<file path="src/rtl/demux_router_4.sv">
// Four-way word router: each channel buffers up to two words in its own FIFO
// and keeps a saturating count of delivered words.
module demux_router_4 #(
  parameter int WIDTH = 8
) (
  input  logic               clk,
  input  logic               rst_n,
  input  logic [WIDTH-1:0]   in_data,
  input  logic [1:0]         in_sel,
  input  logic               in_valid,
  output logic               in_ready,
  output logic [4*WIDTH-1:0] out_data,
  output logic [3:0]         out_valid,
  input  logic [3:0]         out_ready,
  input  logic               cnt_clr,
  input  logic [1:0]         cnt_sel,
  output logic [7:0]         cnt_val
);

  logic [3:0] full;
  logic [3:0] wr_en;
  logic [3:0] rd_en;
  logic [7:0] cnt_all [4];

  // Ready looks only at registered occupancy, so a same-cycle read never frees a slot.
  assign in_ready = ~full[in_sel];
  assign cnt_val  = cnt_all[cnt_sel];

  for (genvar k = 0; k < 4; k++) begin : g_ch
    logic [WIDTH-1:0] mem [2];
    logic             wr_ptr;
    logic             rd_ptr;
    logic [1:0]       occ;
    logic [7:0]       cnt;

    assign full[k]      = (occ == 2'd2);
    assign out_valid[k] = (occ != 2'd0);
    assign wr_en[k]     = in_valid & in_ready & (in_sel == 2'(k));
    assign rd_en[k]     = out_valid[k] & out_ready[k];
    assign out_data[k*WIDTH +: WIDTH] = mem[rd_ptr];
    assign cnt_all[k]   = cnt;

    always_ff @(posedge clk) begin
      if (wr_en[k]) mem[wr_ptr] <= in_data;
    end

    always_ff @(posedge clk or negedge rst_n) begin
      if (!rst_n) begin
        wr_ptr <= 1'b0;
        rd_ptr <= 1'b0;
        occ    <= 2'd0;
      end else begin
        if (wr_en[k]) wr_ptr <= ~wr_ptr;
        if (rd_en[k]) rd_ptr <= ~rd_ptr;
        case ({wr_en[k], rd_en[k]})
          2'b10:   occ <= occ + 2'd1;
          2'b01:   occ <= occ - 2'd1;
          default: occ <= occ;
        endcase
      end
    end

    // Clear wins over a same-cycle delivery.
    always_ff @(posedge clk or negedge rst_n) begin
      if (!rst_n) begin
        cnt <= 8'd0;
      end else if (cnt_clr) begin
        cnt <= 8'd0;
      end else if (rd_en[k] && cnt != 8'hFF) begin
        cnt <= cnt + 8'd1;
      end
    end
  end

endmodule

</file>
<file path="config.mk">
export PLATFORM = sky130hd
export DESIGN_NAME = demux_router_4
export DESIGN_NICKNAME = d
export VERILOG_FILES = /design/src/rtl/demux_router_4.sv
export SDC_FILE = /design/constraint.sdc
export NUM_CORES = 1
export LEC_CHECK = 0
export BUFFER_PORTS_ARGS = -buffer_cell sky130_fd_sc_hd__buf_2
export CAP_MARGIN = 25
export CORE_ASPECT_RATIO = 0.6
export CORE_UTILIZATION = 52
export CTS_BUF_LIST = sky130_fd_sc_hd__clkbuf_16
export CTS_CLUSTER_SIZE = 10
export DETAILED_ROUTE_END_ITERATION = 8
export PLACE_DENSITY = 0.88
export SYNTH_ARGS = -nofsm -noshare
export SYNTH_HDL_FRONTEND = slang
export SYNTH_SLANG_ARGS = --single-unit
</file>
<file path="constraint.sdc">
create_clock -name clk -period 2 [get_ports clk]
set_clock_uncertainty 0.15 [all_clocks]
set_input_delay 0 -clock clk [delete_from_list [all_inputs] [get_ports clk]]
set_output_delay 0 -clock clk [all_outputs]
set_load 0.005 [all_outputs]
</file>
* Word level (Yosys, flattened, before mapping) *
Memories as Yosys holds them, arrays and structs flattened.
Cells that the tools add are included.

word-level totals
  output and inout bits = 45
  register bits after elaboration = 48
  memory bits (writable) = 64
  memories = 4
  logic and storage cells = 114
  input bits = 20

memories
  memory       words  bits a word  read ports  clocked after Yosys merged registers in  wr ports  RTL line  RTL
  g_ch[0].mem  2      8            1           0                                        1         30        logic [WIDTH-1:0] mem [2];
  g_ch[1].mem  2      8            1           0                                        1         30
  g_ch[2].mem  2      8            1           0                                        1         30
  g_ch[3].mem  2      8            1           0                                        1         30

cells by class
  equal/unequal tests = 19
  order comparisons = 2
  muxes and demuxes = 25
  reductions and logical operators = 17
  bitwise operators = 19
  $add $sub $neg = 12

operator list
  cell                                                       count
  two-way mux 8 bit                                          10
  adder 8 x 1 -> 8 bit (second input constant)               4
  inequality test 8 bit (second input constant)              4
  nonzero test 2 bit                                         12
  == test 2 bit (second input constant)                      10
  binary-select mux 8 bit (select 2 bit)                     1
  one-hot mux 2 bit (2 select lines)                         4
  == test 2 x 1 -> 1 bit (second input constant)             5
  bitwise AND 1 bit                                          9
  two-way mux 1 bit                                          9
  inverter 1 bit                                             9
  adder 2 x 1 -> 2 bit (second input constant)               4
  subtractor 2 x 1 -> 2 bit (second input constant)          4
  logical AND 1 bit                                          4
  greater-or-equal comparator 3 bit (second input constant)  1
  < comparator 2 x 3 -> 1 bit (second input constant)        1
  inverter 2 -> 3 bit                                        1
  binary-select mux 1 bit (select 2 bit)                     1
  zero test 2 bit                                            1

* Longest topological paths before layout *
Gate-level depths: netlist of run 1.

  depth after elaboration = 8
  gate-level depth with buffers = 7
  gate-level depth less buffers = 6

* Worst setup path before layout of run 1 *
No wires, ideal clock.

  path kind = reg-to-reg
  start point = reg g_ch[0].occ[1]
  end point = mem g_ch[0].mem[1][0] (enable)
  slack = -0.033 ns
  cell stages (with the launch flop) = 5
  arrival time = 1.513 ns
  required time = 1.480 ns
  library setup time = 0.370 ns
  cell sequence = dfrtp_1 nor2b_1 or4b_1 buf_2 nor2_1

on the way
  longest elaborated chain between the ends = 8

ends and longest elaborated chain
  what                                     RTL line  RTL
  start, declared                          33        logic [1:0] occ;
  start signal, assigned                   56        2'b10: occ <= occ + 2'd1;
  start signal, assigned                   57        2'b01: occ <= occ - 2'd1;
  == test 2 bit                            36        assign full[k] = (occ == 2'd2);
  binary-select mux 1 bit (select 2 bit)   26        assign in_ready = ~full[in_sel];
  two-way mux 1 bit (implied by the code)  26
  inverter 1 bit                           26
  bitwise AND 1 bit (2 in a row)           38        assign wr_en[k] = in_valid & in_ready & (in_sel == 2'(k));
  two-way mux 1 bit                        44        if (wr_en[k]) mem[wr_ptr] <= in_data;
  two-way mux 1 bit (implied by the code)  44
  end, declared                            30

Every way passes these cells. The select of a mux whose other input is x is not followed.

* Worst setup path in the final report of run 1 *
  start point = reg g_ch[2].occ[0]
  end point = reg g_ch[2].wr_ptr

on the way
  longest elaborated chain between the ends = 6

ends and longest elaborated chain
  what                                     RTL line  RTL
  start, declared                          33
  start signal, assigned                   56
  start signal, assigned                   57
  == test 2 bit                            36
  binary-select mux 1 bit (select 2 bit)   26
  two-way mux 1 bit (implied by the code)  26
  inverter 1 bit                           26
  bitwise AND 1 bit (2 in a row)           38
  end signal, assigned                     53        if (wr_en[k]) wr_ptr <= ~wr_ptr;
  end, declared                            31        logic wr_ptr;

Every way passes these cells. The select of a mux whose other input is x is not followed.
A chain may end at the register's enable or synchronous reset.

==> results of run 1 <==
-- per-layer routing --
| layer | wire [um] | vias up | global-route usage (%) |
|---|---|---|---|
| met4 | 198 | 0 | 8.00 |
| li1 | - | 1535 | - |
| met3 | 845 | 21 | 7.70 |
| met5 | 0 | - | 0 |
| met1 | 4860 | 1670 | 31.9 |
| met2 | 5160 | 131 | 37.3 |
-- power by group through the flow --
stage          Clock (uW)  Combinational, uW  Sequential (uW)
2_1_floorplan           0               1200             3020
3_3_place_gp            0               1590             3180
6_report             1800               1710             3180
4_1_cts              1820               1720             3170
5_1_grt              1930               1870             3230
3_5_place_dp            0               1660             3220
-- registers in the layout (all words and copies together), names as in the netlist --
signal	cells
g_ch.cnt	32
g_ch.rd_ptr	4
g_ch.occ	8
g_ch.mem	64
g_ch.wr_ptr	4
-- metrics by stage --
step | setup TNS (ps) | hold slack [ps]
6_report | 0 | 132
5_1_grt | 0 | 185
4_1_cts | 0 | 154
3_5_place_dp | 0 | -14.8
3_3_place_gp | 0 | -11.2
2_1_floorplan | -534 | -446
-- final timing paths --
path | start | end | slack (ps) | depth (start not counted)
min in group clk | cnt_sel[1] | cnt_val[3] | 340 | 3
max in group asynchronous | rst_n | g_ch[3].occ[0]$_DFFE_PN0P_ | 1120 | 3
max | g_ch[2].occ[0]$_DFFE_PN0P_ | g_ch[2].wr_ptr$_DFFE_PN0P_ | 100 | 4
min | rst_n | g_ch[1].rd_ptr$_DFFE_PN0P_ | 130 | 3
max reg2reg | g_ch[2].occ[0]$_DFFE_PN0P_ | g_ch[2].wr_ptr$_DFFE_PN0P_ | 100 | 4
min reg2reg | g_ch[3].wr_ptr$_DFFE_PN0P_ | g_ch[3].wr_ptr$_DFFE_PN0P_ | 350 | 1
-- kinds of logic after synthesis --
logic type	after synthesis	share of synthesized area, %
simple gates	112	11.0
flops	112	61.9
mux	53	13.3
compound gates	34	5.01
xor+xnor	27	4.84
buf+inv	24	1.94
fa+ha+maj	8	1.98
-- worst reg2reg max path, cell delays in order, from the launching register on --
cell	delay, ps
dfrtp_1	480
nand2b_1	180
nand4b_1	200
dlygate4sd3_1	650
xnor2_1	130
-- layout make-up --
cell class,instances,area (um2)
inverter,13,53.8
clock inverter,7,71.3
tap,130,163
clock buffer,9,225
sequential,112,3120
multi-input combinational,234,1830
fill,631,3210
timing repair buffer,97,616
-- synthesized netlist by cell type (all sizes together), types with 2 or more instances --
library cell  instances
edfxtp               64
dfrtp                48
nor2                 46
mux2                 33
nand2                17
xnor2                17
inv                  12
mux2i                12
nor3                 12
o21ai                11
xor2                 10
nand3                 9
a21oi                 8
clkbuf                8
ha                    8
mux4                  8
a211oi                5
nor4                  5
nor2b                 4
or2                   4
a31oi                 3
buf                   3
nand4                 3
o31ai                 3
or3                   3
nand2b                2
o21bai                2
-- what timing repair did --
| item | in CTS | in global routing |
|---|---|---|
| setup endpoints to repair | 0 | 2 |
| hold buffers | 19 | 0 |
| gates resized for setup | 0 | 2 |
| endpoints found under the hold margin | 136 | 0 |
==> results.sh, run 1 <==
export IMPL_status="finished, final reports clean"
export IMPL_drtAntennaViolNets=0
export IMPL_synth_top_cell_area_share_pct=38.1
export IMPL_final_area_um2=6080
export IMPL_synthCells=370
export IMPL_num_vias=3357
export IMPL_relSlewSlack_pct=58.8
export IMPL_synth_ff_type="edfxtp_1"
export IMPL_fin_crit_ps=1900
export IMPL_hp_class="input pin to asynchronous set/reset pin"
export IMPL_drtPass1Iterations=5
export IMPL_clock_power_share_pct=26.9
export IMPL_postCtsSetupBuffers=0
export IMPL_yosysWarnings=0
export IMPL_critical_path_class="flop to flop"
export IMPL_report_power_total_uw=6700
export IMPL_die_y_um=78.3
export IMPL_insertion_delay_ps=350
export IMPL_cts_buffers=9
export IMPL_yosysSeqAreaShare_pct=61.9
export IMPL_cts_tree="done"
export IMPL_pin_count=65
export IMPL_synthArstFlopShare_pct=42.9
export IMPL_grt_max_degree=49
export IMPL_start_kind="flop"
export IMPL_fin_ws_ps=102
export IMPL_cts_htree_levels=3
export IMPL_drive_gt1_share_pct=32.8
export IMPL_finalWirelength_um=11100
export IMPL_seq_power_share_pct=47.4
export IMPL_coreArea_um2=9290
export IMPL_cts_clk_slew_worst_paths_ps=70
export IMPL_p_leak_uw=0.00239
export IMPL_slew_viol_final=0
export IMPL_pre_cts_ws_ps=84.1
export IMPL_via_per_inst=5.58
export IMPL_antenna_found_initial=0
export IMPL_dpl_hpwl_um=7650
export IMPL_worst_path_buf_inv=1
export IMPL_max_freq_mhz=527
export IMPL_synth_cell_types=46
export IMPL_synth_avg_cell_area_um2=13.6
export IMPL_place_inst=567
export IMPL_p_sw_uw=2020
export IMPL_overflow=0
export IMPL_fin_nets=495
export IMPL_die_x_um=129
export IMPL_start_util_pct=54.3
export IMPL_combPwrFrac_pct=25.6
export IMPL_die_area_um2=10100
export IMPL_wire_per_inst_um=18.4
export IMPL_portBuffers=64
export IMPL_drtIter0Drc=349
export IMPL_synth_area_leaders="edfxtp_1, dfrtp_1, mux2_2"
export IMPL_ys_seq_elements=112
export IMPL_postLayoutCoreUtil_pct=65.4
export IMPL_vdd_ir_drop_max_mv=0.645
export IMPL_cts_root_buf="clkbuf_16"
export IMPL_path_cells="nand2b_1, nand4b_1, dlygate4sd3_1, xnor2_1"
export IMPL_worstMarginPinSlew_ps=618
export IMPL_syn_cell_area_um2=5040
export IMPL_routabilityCongestion=0.808
export IMPL_syn_num_nets=398
export IMPL_drt_drc_violations_left=0
export IMPL_power_internal_uw=4680
export IMPL_slowest_stage="dlygate4sd3_1"
export IMPL_row_count=27
export IMPL_p_per_area_nw_per_um2=1100
export IMPL_placed_area_um2=5590
export IMPL_grt_pass1_vias=3418
export IMPL_numClockSinks=112
export IMPL_period_share_pct=94.9
export IMPL_setup_viol=0
export IMPL_p_sw_share_pct=30.1
export IMPL_critPathMaxStageDelay_ps=650
export IMPL_crit_fanout=5
export IMPL_mostFrequentLayoutCells="edfxtp_1, buf_2, dfrtp_1, nor2_1, mux2_2"
export IMPL_track_usage_pct=24.0
export IMPL_clock_path_buffers=2
export IMPL_rsz0062_at_grt="false"
export IMPL_hold_viol_final=0
export IMPL_fin_cells=602
export IMPL_diodes=0
export IMPL_critPathCaptureType="flop"
export IMPL_drv_cap=0
export IMPL_cp_top_family="buffers and inverters"
export IMPL_yosysTopAreaCell="edfxtp_1"
export IMPL_required_ps=2090
export IMPL_synth_edf_count=64
export IMPL_grt_first_pass_wirelength_um=17600
export IMPL_arrival_ps=1990
export IMPL_synthToLayoutAreaGrowth_pct=20.5
Power figures use the tool's default switching activity.
==> run 2: changes to the inputs <==
--- a/config.mk
+++ b/config.mk
@@ -5,6 +5,7 @@
 export SDC_FILE = /design/constraint.sdc
 export NUM_CORES = 1
 export LEC_CHECK = 0
+export ABC_AREA = 1
 export BUFFER_PORTS_ARGS = -buffer_cell sky130_fd_sc_hd__buf_2
 export CAP_MARGIN = 25
 export CORE_ASPECT_RATIO = 0.6
@@ -12,7 +13,7 @@
 export CTS_BUF_LIST = sky130_fd_sc_hd__clkbuf_16
 export CTS_CLUSTER_SIZE = 10
 export DETAILED_ROUTE_END_ITERATION = 8
-export PLACE_DENSITY = 0.88
+export PLACE_DENSITY = 0.87
 export SYNTH_ARGS = -nofsm -noshare
 export SYNTH_HDL_FRONTEND = slang
 export SYNTH_SLANG_ARGS = --single-unit
==> results.sh, run 2 <==
export IMPL_r2r_start="g_ch[2].occ[1]$_DFFE_PN0P_"
export IMPL_drtIter0Drc=425
export IMPL_path_cells="inv_1, nor2_1, nand2_1, nand2_2, nor2_8, nand3_2, ha_4, a21oi_1, o21ai_0, xor2_1"
export IMPL_slowest_stage="dfrtp_1"
export IMPL_drtPass1Iterations=5
export IMPL_synthArstFlopShare_pct=42.9
export IMPL_grt_pass1_vias=4124
export IMPL_synth_compound_area_share_pct=7.21
export IMPL_cts_htree_levels=3
export IMPL_place_inst=763
export IMPL_largest_registers="g_ch.mem x64, g_ch.cnt x32, g_ch.occ x8"
export IMPL_synth_cell_types=38
export IMPL_insertion_delay_ps=350
export IMPL_grt_first_pass_wirelength_um=20300
export IMPL_synth_simple_area_share_pct=24.8
export IMPL_cts_buffers=9
export IMPL_rr_worst_depth=10
export IMPL_cts_tree="done"
export IMPL_synth_ff_type="edfxtp_1"
export IMPL_synth_area_leaders="edfxtp_1, dfrtp_1, nand2_1"
export IMPL_slew_viol_final=0
export IMPL_start_kind="flop"
export IMPL_synthXorXnorAreaFrac_pct=2.79
export IMPL_hold_start="cnt_clr"
export IMPL_grt_max_degree=36
export IMPL_synthCells=568
export IMPL_pin_count=65
export IMPL_n_fill_cell=716
export IMPL_vdd_ir_drop_max_mv=0.555
export IMPL_synth_top_family_by_area="simple AND/OR/NAND/NOR gates"
export IMPL_cts_root_buf="clkbuf_16"
export IMPL_cp_depth=10
export IMPL_period_share_pct=97.2
export IMPL_hp_class="input pin to flop"
export IMPL_ys_seq_elements=112
export IMPL_endpoint="g_ch[3].occ[1]$_DFFE_PN0P_"
export IMPL_routabilityCongestion=0.935
export IMPL_drtAntennaViolNets=0
export IMPL_track_usage_pct=25.0
export IMPL_relSlewSlack_pct=59.5
export IMPL_worst_path_buf_inv=1
export IMPL_fin_cells=800
export IMPL_synthToLayoutAreaGrowth_pct=19.7
export IMPL_setup_viol=0
export IMPL_r2r_setup_slack_ps=60
export IMPL_die_area_um2=10700
export IMPL_finalWirelength_um=12900
export IMPL_numClockSinks=112
export IMPL_critPathMaxStageDelay_ps=360
export IMPL_synth_most_common_cell="nand2_1"
export IMPL_largest_register_ff_count=64
export IMPL_wire_per_inst_um=16.2
export IMPL_mostFrequentLayoutCells="nand2_1, edfxtp_1, buf_2, dfrtp_1, nor2_1"
export IMPL_drive_gt1_share_pct=20.3
export IMPL_clock_path_buffers=2
export IMPL_antenna_found_initial=0
export IMPL_crit_fanout=8
export IMPL_portBuffers=64
export IMPL_synth_fa_ha_area_share_pct=1.87
export IMPL_yosysSeqAreaShare_pct=58.5
export IMPL_hold_viol_final=0
export IMPL_syn_num_nets=596
export IMPL_worstMarginPinSlew_ps=606
export IMPL_yosysWarnings=0
export IMPL_critical_path_class="flop to flop"
export IMPL_dpl_hpwl_um=8550
export IMPL_p_per_area_nw_per_um2=1080
export IMPL_row_count=28
export IMPL_synth_avg_cell_area_um2=9.40
export IMPL_synth_mux_area_share_pct=0
export IMPL_status="finished, final reports clean"
export IMPL_cts_clk_slew_worst_paths_ps=80
export IMPL_required_ps=2080
export IMPL_start_util_pct=53.9
export IMPL_syn_cell_area_um2=5340
export IMPL_yosysTopAreaCell="edfxtp_1"
export IMPL_rsz0062_at_grt="true"
export IMPL_coreArea_um2=9910
export IMPL_fin_crit_ps=1940
export IMPL_critPathCaptureType="flop"
export IMPL_synth_edf_count=64
export IMPL_num_vias=4388
export IMPL_final_common_cell="nand2_1"
export IMPL_synth_common_cells="nand2_1, edfxtp_1, dfrtp_1, nor2_1, inv_1"
export IMPL_synth_top_cell_area_share_pct=36.0
export IMPL_arrival_ps=2020
export IMPL_regToRegEndpoint="g_ch[3].occ[1]$_DFFE_PN0P_"
export IMPL_overflow=0
export IMPL_report_power_total_uw=6930
export IMPL_die_y_um=80.5
export IMPL_max_freq_mhz=515
export IMPL_postLayoutCoreUtil_pct=64.5
export IMPL_cp_startpoint="g_ch[2].occ[1]$_DFFE_PN0P_"
export IMPL_via_per_inst=5.49
export IMPL_top_register="g_ch.mem"
export IMPL_drv_cap=0
export IMPL_fin_nets=688
export IMPL_p_leak_uw=0.00289
export IMPL_diodes=0
export IMPL_die_x_um=133
export IMPL_drt_drc_violations_left=0
export IMPL_cp_top_family="simple AND/OR/NAND/NOR gates"
-- run 2: cell count changes after synthesis, moves of 8 or more --
cell,before,now
mux4_2,8,0
xnor2_1,16,4
nand4_1,2,10
inv_1,10,34
o21ai_0,5,29
nand2_1,17,188
nand3_1,9,32
mux2i_1,12,0
a21oi_1,8,16
nor3_1,12,3
mux2_2,32,0
-- run 2: worst min-delay path: stages --
cell	delay, ps
buf_2	220
nor2_1	140
nand2_1	60
nand2_1	50
-- run 2: logic make-up (layout without fill, tap and decap cells) --
logic type	Yosys count	after routing
simple gates	304	304
flops	112	112
compound gates	66	66
buf+inv	61	158
xor+xnor	17	17
fa+ha+maj	8	8
-- run 2: through the flow --
stage	setup WS [ps]	hold slack [ps]	area, um2	TNS [ps]
after detailed placement	19.9	-165	5830	0
after CTS	11.0	3.67	6350	0
final	56.7	14.0	6400	0
after floorplan	127	-446	5340	0
after global placement	84.4	-173	5830	0
after global routing	-30.4	28.1	6400	-68.9
-- run 2: area by class of cell --
cell class / count / area, um2 / share of cell area (%)
sequential: 112 / 3120 / 48.8
multi-input combinational: 395 / 2020 / 31.6
timing repair buffer: 96 / 611 / 9.55
clock buffer: 9 / 225 / 3.52
inverter: 46 / 173 / 2.70
tap: 135 / 169 / 2.64
clock inverter: 7 / 72.6 / 1.13
-- run 2: what timing repair did --
item                                    CTS  global route
hold endpoints to repair                130             0
pin swaps                                 1             1
hold buffers                             20             0
resized for setup                         2             7
gates cloned                              0             0
endpoints found under the setup margin    3            12
buffers inserted                          1             0
-- run 2: how the worst min path moves through the flow --
stage,endpoint,cells after the start,slack [ps]
4_1_cts,g_ch[3].cnt[0]$_DFFE_PN0P_,4,4
6_report,g_ch[3].cnt[0]$_DFFE_PN0P_,4,10
3_3_place_gp,g_ch[3].cnt[3]$_DFFE_PN0P_,1,-170
2_1_floorplan,g_ch[0].cnt[0]$_DFFE_PN0P_,0,-450
5_1_grt,g_ch[3].cnt[0]$_DFFE_PN0P_,4,30
3_5_place_dp,g_ch[3].cnt[3]$_DFFE_PN0P_,1,-170
-- run 2: power breakdown --
| group | internal [uW] | total (uW) | switching (uW) |
|---|---|---|---|
| Sequential | 2760 | 3010 | 256 |
| Clock | 888 | 1780 | 892 |
| Combinational | 842 | 2140 | 1300 |
| Total | 4490 | 6930 | 2440 |
-- run 2: per-layer routing --
| metal | wire length [um] | track usage [%] | vias up |
|---|---|---|---|
| li1 | - | - | 2067 |
| met1 | 5610 | 34.1 | 2088 |
| met2 | 6140 | 39.7 | 199 |
| met3 | 901 | 4.92 | 34 |
| met4 | 289 | 9.43 | 0 |
| met5 | 0 | 0 | - |
